**src/rtl/dl11_multi.sv**
```systemverilog
// dl11_multi: NCH independent DL11-style serial channels behind the DCJ11 bus decoder.
// Each channel exposes RCSR/RBUF/XCSR/XBUF, owns an rx and a tx FIFO, and raises level
// interrupt requests. The host side is a simple per-channel byte handshake.
module dl11_multi #(
    parameter int          NCH   = 2,
    parameter logic [21:0] BASE  = 22'o17777560,
    parameter int          DEPTH = 16
) (
    input  logic                 clk,
    input  logic                 rst,
    input  logic                 bus_init,
    input  logic [21:0]          bus_addr,
    input  logic                 bus_rd,
    input  logic                 bus_wr,
    input  logic                 bus_byte,
    input  logic [15:0]          bus_wdata,
    output logic                 bus_hit,
    output logic [15:0]          bus_rdata,
    output logic [NCH-1:0]       irq_rx,
    output logic [NCH-1:0]       irq_tx,
    input  logic [NCH-1:0]       host_rx_valid,
    input  logic [8*NCH-1:0]     host_rx_data,
    output logic [NCH-1:0]       host_tx_valid,
    output logic [8*NCH-1:0]     host_tx_data,
    input  logic [NCH-1:0]       host_tx_ready
);

    localparam int              AW        = $clog2(DEPTH);
    localparam int              CW        = AW + 1;
    localparam logic [CW-1:0]   FULL_CNT  = CW'(DEPTH);
    localparam logic [18:0]     BASE_PAGE = BASE[21:3];

    // bus_init behaves exactly like rst
    logic        clr;
    logic [18:0] addr_page;
    logic [19:0] page_off;
    logic [2:0]  ch_sel;
    logic [1:0]  reg_sel;
    logic        wr_lo;
    logic [15:0] sel_word;
    logic [15:0] rdata_reg;
    logic [15:0] ch_rdata [NCH];

    // only the low data byte is ever stored; the high byte is intentionally ignored
    logic unused_wdata_hi;
    assign unused_wdata_hi = ^bus_wdata[15:8];

    assign clr       = rst | bus_init;
    assign addr_page = bus_addr[21:3];
    assign page_off  = {1'b0, addr_page} - {1'b0, BASE_PAGE};
    assign bus_hit   = (addr_page >= BASE_PAGE) && (page_off < 20'(NCH));
    assign ch_sel    = page_off[2:0];
    assign reg_sel   = bus_addr[2:1];
    // a byte write to the odd address touches only the high byte, which holds nothing
    assign wr_lo     = bus_wr && (!bus_byte || !bus_addr[0]);

    genvar gi;
    generate
        for (gi = 0; gi < NCH; gi++) begin : g_ch
            logic [7:0]    rx_mem [DEPTH];
            logic [AW-1:0] rx_wp_reg;
            logic [AW-1:0] rx_rp_reg;
            logic [CW-1:0] rx_cnt_reg;
            logic          or_reg;
            logic          rie_reg;
            logic [7:0]    tx_mem [DEPTH];
            logic [AW-1:0] tx_wp_reg;
            logic [AW-1:0] tx_rp_reg;
            logic [CW-1:0] tx_cnt_reg;
            logic          xie_reg;
            logic          brk_reg;
            logic          irq_rx_reg;
            logic          irq_tx_reg;

            logic          ch_hit;
            logic          rx_empty;
            logic          rx_full;
            logic          rbuf_rd;
            logic          rx_pop;
            logic          rx_push;
            logic          rx_ovf;
            logic          tx_empty;
            logic          tx_full;
            logic          tx_pop;
            logic          tx_push;
            logic          rcsr_wr;
            logic          xcsr_wr;
            logic [7:0]    rx_head;
            logic [15:0]   rd_word;

            assign ch_hit   = bus_hit && (ch_sel == 3'(gi));
            assign rx_empty = (rx_cnt_reg == '0);
            assign rx_full  = (rx_cnt_reg == FULL_CNT);
            assign tx_empty = (tx_cnt_reg == '0);
            assign tx_full  = (tx_cnt_reg == FULL_CNT);

            // a pop frees a slot in the same cycle, so a push onto a full FIFO still lands
            assign rbuf_rd  = ch_hit && bus_rd && (reg_sel == 2'd1);
            assign rx_pop   = rbuf_rd && !rx_empty;
            assign rx_push  = host_rx_valid[gi] && (!rx_full || rx_pop);
            assign rx_ovf   = host_rx_valid[gi] && rx_full && !rx_pop;
            assign tx_pop   = !tx_empty && host_tx_ready[gi];
            assign tx_push  = ch_hit && wr_lo && (reg_sel == 2'd3) && (!tx_full || tx_pop);
            assign rcsr_wr  = ch_hit && wr_lo && (reg_sel == 2'd0);
            assign xcsr_wr  = ch_hit && wr_lo && (reg_sel == 2'd2);
            assign rx_head  = rx_empty ? 8'h00 : rx_mem[rx_rp_reg];

            // rx FIFO storage; contents are don't-care once pointers are cleared
            always_ff @(posedge clk) begin
                if (!clr && rx_push)
                    rx_mem[rx_wp_reg] <= host_rx_data[8*gi +: 8];
            end

            // rx pointers, occupancy, sticky overrun and RIE
            always_ff @(posedge clk) begin
                if (clr) begin
                    rx_wp_reg  <= '0;
                    rx_rp_reg  <= '0;
                    rx_cnt_reg <= '0;
                    or_reg     <= 1'b0;
                    rie_reg    <= 1'b0;
                end else begin
                    if (rx_push)
                        rx_wp_reg <= rx_wp_reg + 1'b1;
                    if (rx_pop)
                        rx_rp_reg <= rx_rp_reg + 1'b1;
                    rx_cnt_reg <= rx_cnt_reg + CW'(rx_push) - CW'(rx_pop);
                    if (rx_ovf)
                        or_reg <= 1'b1;
                    else if (rbuf_rd)
                        or_reg <= 1'b0;
                    if (rcsr_wr)
                        rie_reg <= bus_wdata[6];
                end
            end

            // tx FIFO storage
            always_ff @(posedge clk) begin
                if (!clr && tx_push)
                    tx_mem[tx_wp_reg] <= bus_wdata[7:0];
            end

            // tx pointers, occupancy, XIE and BRK
            always_ff @(posedge clk) begin
                if (clr) begin
                    tx_wp_reg  <= '0;
                    tx_rp_reg  <= '0;
                    tx_cnt_reg <= '0;
                    xie_reg    <= 1'b0;
                    brk_reg    <= 1'b0;
                end else begin
                    if (tx_push)
                        tx_wp_reg <= tx_wp_reg + 1'b1;
                    if (tx_pop)
                        tx_rp_reg <= tx_rp_reg + 1'b1;
                    tx_cnt_reg <= tx_cnt_reg + CW'(tx_push) - CW'(tx_pop);
                    if (xcsr_wr) begin
                        xie_reg <= bus_wdata[6];
                        brk_reg <= bus_wdata[0];
                    end
                end
            end

            // level interrupt requests, registered one cycle behind the status they follow
            always_ff @(posedge clk) begin
                if (clr) begin
                    irq_rx_reg <= 1'b0;
                    irq_tx_reg <= 1'b0;
                end else begin
                    irq_rx_reg <= rie_reg && !rx_empty;
                    irq_tx_reg <= xie_reg && !tx_full;
                end
            end

            // read word for this channel's addressed register
            always_comb begin
                rd_word = 16'h0000;
                case (reg_sel)
                    2'd0:    rd_word = {8'h00, !rx_empty, rie_reg, 6'b0};
                    2'd1:    rd_word = {or_reg, or_reg, 6'b0, rx_head};
                    2'd2:    rd_word = {8'h00, !tx_full, xie_reg, 5'b0, brk_reg};
                    default: rd_word = 16'h0000;
                endcase
            end

            assign ch_rdata[gi]               = rd_word;
            assign irq_rx[gi]                 = irq_rx_reg;
            assign irq_tx[gi]                 = irq_tx_reg;
            assign host_tx_valid[gi]          = !tx_empty;
            assign host_tx_data[8*gi +: 8]    = tx_mem[tx_rp_reg];
        end
    endgenerate

    // pick the addressed channel's read word
    always_comb begin
        sel_word = 16'h0000;
        for (int c = 0; c < NCH; c++) begin
            if (ch_sel == 3'(c))
                sel_word = ch_rdata[c];
        end
    end

    // read data is captured on bus_rd and held until the next read
    always_ff @(posedge clk) begin
        if (clr)
            rdata_reg <= 16'h0000;
        else if (bus_rd)
            rdata_reg <= bus_hit ? sel_word : 16'h0000;
    end

    assign bus_rdata = rdata_reg;

endmodule

```
**config.mk**
```make
export PLATFORM = sky130hd
export DESIGN_NAME = dl11_multi
export DESIGN_NICKNAME = d
export VERILOG_FILES = /design/src/rtl/dl11_multi.sv
export SDC_FILE = /design/constraint.sdc
export NUM_CORES = 1
export LEC_CHECK = 0
export BUFFER_PORTS_ARGS = -buffer_cell sky130_fd_sc_hd__buf_2
export CAP_MARGIN = 20
export CORE_AREA = 2 2 162 323
export CTS_CLUSTER_DIAMETER = 30
export DETAILED_ROUTE_END_ITERATION = 8
export DIE_AREA = 0 0 164 325
export SLEW_MARGIN = 15
export SYNTH_ARGS = -nofsm -noshare
export SYNTH_HDL_FRONTEND = slang
export SYNTH_SLANG_ARGS = --single-unit
```
**constraint.sdc**
```tcl
create_clock -name clk -period 5.3 [get_ports clk]
set_input_delay 0.53 -clock clk [delete_from_list [all_inputs] [get_ports clk]]
set_output_delay 0.53 -clock clk [all_outputs]
set_load 0.02 [all_outputs]
```
==> out/results.ini <==
[sta]
setup_viol = 0
tightest_slew_ps = 1126
layout_setup_ws_ps = 1504
slew_viol_final = 0
rsz0062_at_grt = no
clock.fmax_mhz = 263.4
timing.setup.tns_ps = 0
slew_headroom_pct = 24.64
finalCritPeriodShare_pct = 71.63
fin_skew_ps = 29.04
fin_crit_ps = 3796
finalHoldViolCount = 0

[grt]
grt_pass1_wl_microns = 76770
grt_max_degree = 47
grt_pass1_vias = 12726
antenna_found_initial = 4
gr-total-overflow = 0
grt_util_all_layers_pct = 19.71

[yosys]
ys_top_cells_by_area = edfxtp_1 (64%), mux4_2 (14%), dfxtp_1 (7.4%), ha_1 (2.2%), nor2_1 (1.7%)
synth_seq_cells = 601
synth_top_cell_by_area = edfxtp_1
yosys_warnings = 0
avgSynthCellArea_sq_um = 18.25
yosysUniqueCellTypes = 63
yosysSeqAreaShare_pct = 71.07
synthArstFlopShare_pct = 0
synth_area_sq_um = 24140
synth-edff-count = 512
syn_inst = 1323
ys.flop_type = edfxtp_1
synth_top_area_share_pct = 63.68

[clocking]
cts_resized = 0
ctsRootBufferMaster = clkbuf_16
cts_setup_buffers = 0
clock_sinks = 601
cts_tree = done
clkTransAtPathRegs_ps = 60
insertion_delay_ps = 600
cts_hold_buf = 0
clock_path_buffers = 3
cts.htree.levels = 3
numCtsBuffers = 74

[hold_path]
hold_class = input pin to flip-flop

[setup_path]
path_class = input pin to flip-flop
worstPathRequired_ps = 5820
crit_path_frequent_cell = ha_1
crit_path_max_incr_delay_ps = 540
cp_max_fo = 8
worstSetupEndpointType = flip-flop
crit_chain = buf_2 > ha_1 > or3b_4 > a2111oi_4 > nand4_1 > buf_4 > a21boi_0 > inv_1 > ha_1 > inv_1 > ha_1 > fa_1 > a21oi_1 > nor2_1 > or3_1 > a21oi_1
cp_data_arrival_time_ps = 4310
worst_setup_path_start_kind = input pin
critPathBufInv = 4
critical-path-top-delay-family = compound AO/OA/AOI/OAI gates
worst_path_max_delay_cell = a2111oi_4

[pwr]
p_per_area_nw_per_um2 = 397.0
p_leak_nw = 9.019
power_mw = 11.06
vdd.ir_drop.worst_mv = 0.3007

[floorplan]
start_util_pct = 47.53
die-area_sq_um = 53300
coreArea_sq_um = 50800
io-pin-count = 103
die_h_microns = 325
rows = 117
die_width_microns = 164

[cells_and_area]
syn2layout_area_growth_pct = 15.44
reg_top3 = g_ch.rx_mem: 256 flops, g_ch.tx_mem: 256 flops
final_nets = 1560
drive_gt1_share_pct = 26.80

[placed_design]
gp_congestion = 0.7688
dp_slack_ps = 927.7
portBuffers = 88
hpwl_microns = 33840

[drt]
vias = 12063
first_pass_iters = 5
drtIter0Drc = 790
route.detailed.drc = 0
avgRoutedWirePerCell_microns = 23.73
finalWirelength_microns = 51240
ant_nets = 0
post_drt_via_cell_ratio = 5.587

[flow_run]
maxCapViolCount = 0

[run_status]
status = finished, final reports clean

==> metrics by stage <==
| step | cells | util, % | instance area (sq um) | hold slack (ps) |
|---|---|---|---|---|
| after CTS | 2156 | 54.78 | 27830 | 233.8 |
| after global routing | 2158 | 54.86 | 27870 | 273.3 |
| after global placement | 2023 | 49.75 | 25270 | 447.3 |
| after detailed placement | 2025 | 49.78 | 25290 | 457.9 |
| after floorplan | 1328 | - | 24160 | 426.6 |
| final | 2159 | 54.86 | 27870 | 259.4 |
==> layer usage <==
metal / vias to the layer above / track usage, % / routed length, microns / share of wire, %
li1: 5467 / - / - / -
met1: 6136 / 21.75 / 18450 / 36
met2: 356 / 36.58 / 28360 / 55
met3: 96 / 3.634 / 2678 / 5.2
met4: 8 / 8.143 / 1698 / 3.3
met5: - / 0 / 50 / 0.098
==> worst register-to-register path, stage by stage (launching register included) <==
cell	delay, ps
dfxtp_1	310
inv_1	80
ha_1	170
nor4bb_1	610
a21boi_1	130
buf_4	220
inv_1	70
ha_1	220
inv_1	60
ha_1	150
inv_1	50
fa_1	360
inv_1	100
a21oi_1	70
nor2_1	80
nor2_1	50
xnor2_1	150
nor2_1	50
==> cell usage in the layout (no fill, tap or decap), types with 5 or more instances in the layout <==
cell and count:
a211oi_1 9, a21oi_1 26, a221o_1 6, and2_1 24, and3_1 15, buf_2 88, buf_4 22, bufinv_16 6
clkbuf_16 76, clkinv_2 5, clkinv_8 6, conb_1 6, dfxtp_1 85, edfxtp_1 512, ha_1 43, inv_1 39
inv_6 12, inv_8 6, mux2i_1 26, mux4_2 149, nand2_1 32, nand2b_1 7, nand3_1 14, nand3b_1 6
nand4_1 15, nor2_1 106, nor2b_1 12, nor3_1 9, nor3b_1 5, o21ai_0 17, or3_1 8, xnor2_1 25
xor2_1 8
==> layout make-up <==
class                      instances  area [sq um]
tap                              654         818.3
clock inverter                    47         568.0
inverter                          39         146.4
multi-input combinational        620          6545
timing repair buffer             113         655.6
clock buffer                      84          1972
sequential                       601         17160
antenna                            1         2.502
fill                            3894         22930
==> Yosys cell counts, types with 11 or more instances <==
cell	n
edfxtp_1	512
mux4_2	149
nor2_1	107
dfxtp_1	89
ha_1	43
inv_1	39
clkbuf_1	33
nand2_1	32
a21oi_1	26
mux2i_1	26
xnor2_1	25
and2_1	24
o21ai_0	17
and3_1	15
nand4_1	15
buf_1	14
nand3_1	14
nor2b_1	12
buf_4	11
==> path summary, 6_finish.rpt <==
path,cells after the start,endpoint,slack (ps),startpoint
min reg2reg,2,g_ch[0].irq_rx_reg,470,g_ch[0].rie_reg
min,3,g_ch[0].tx_wp_reg[3],260,rst
max,16,g_ch[1].rx_cnt_reg[4],1500,bus_addr[4]
max reg2reg,17,g_ch[0].rx_cnt_reg[4],2240,g_ch[0].rx_cnt_reg[2]
==> kinds of logic after synthesis <==
kind of cell	share of synthesized area, %
AO/OA/AOI/OAI	2.187
XOR/XNOR	1.197
adder cells (fa/ha/maj)	2.560
buffers and inverters	1.912
flip-flops	71.07
multiplexers	15.02
other	0.01553
AND/OR/NAND/NOR	6.038
==> where the power goes <==
group | internal, mW | switching, mW
logic | 0.334 | 0.409
clock network | 3.05 | 2.06
registers | 5.16 | 0.0471
total | 8.55 | 2.52
Power figures use the tool's default switching activity.
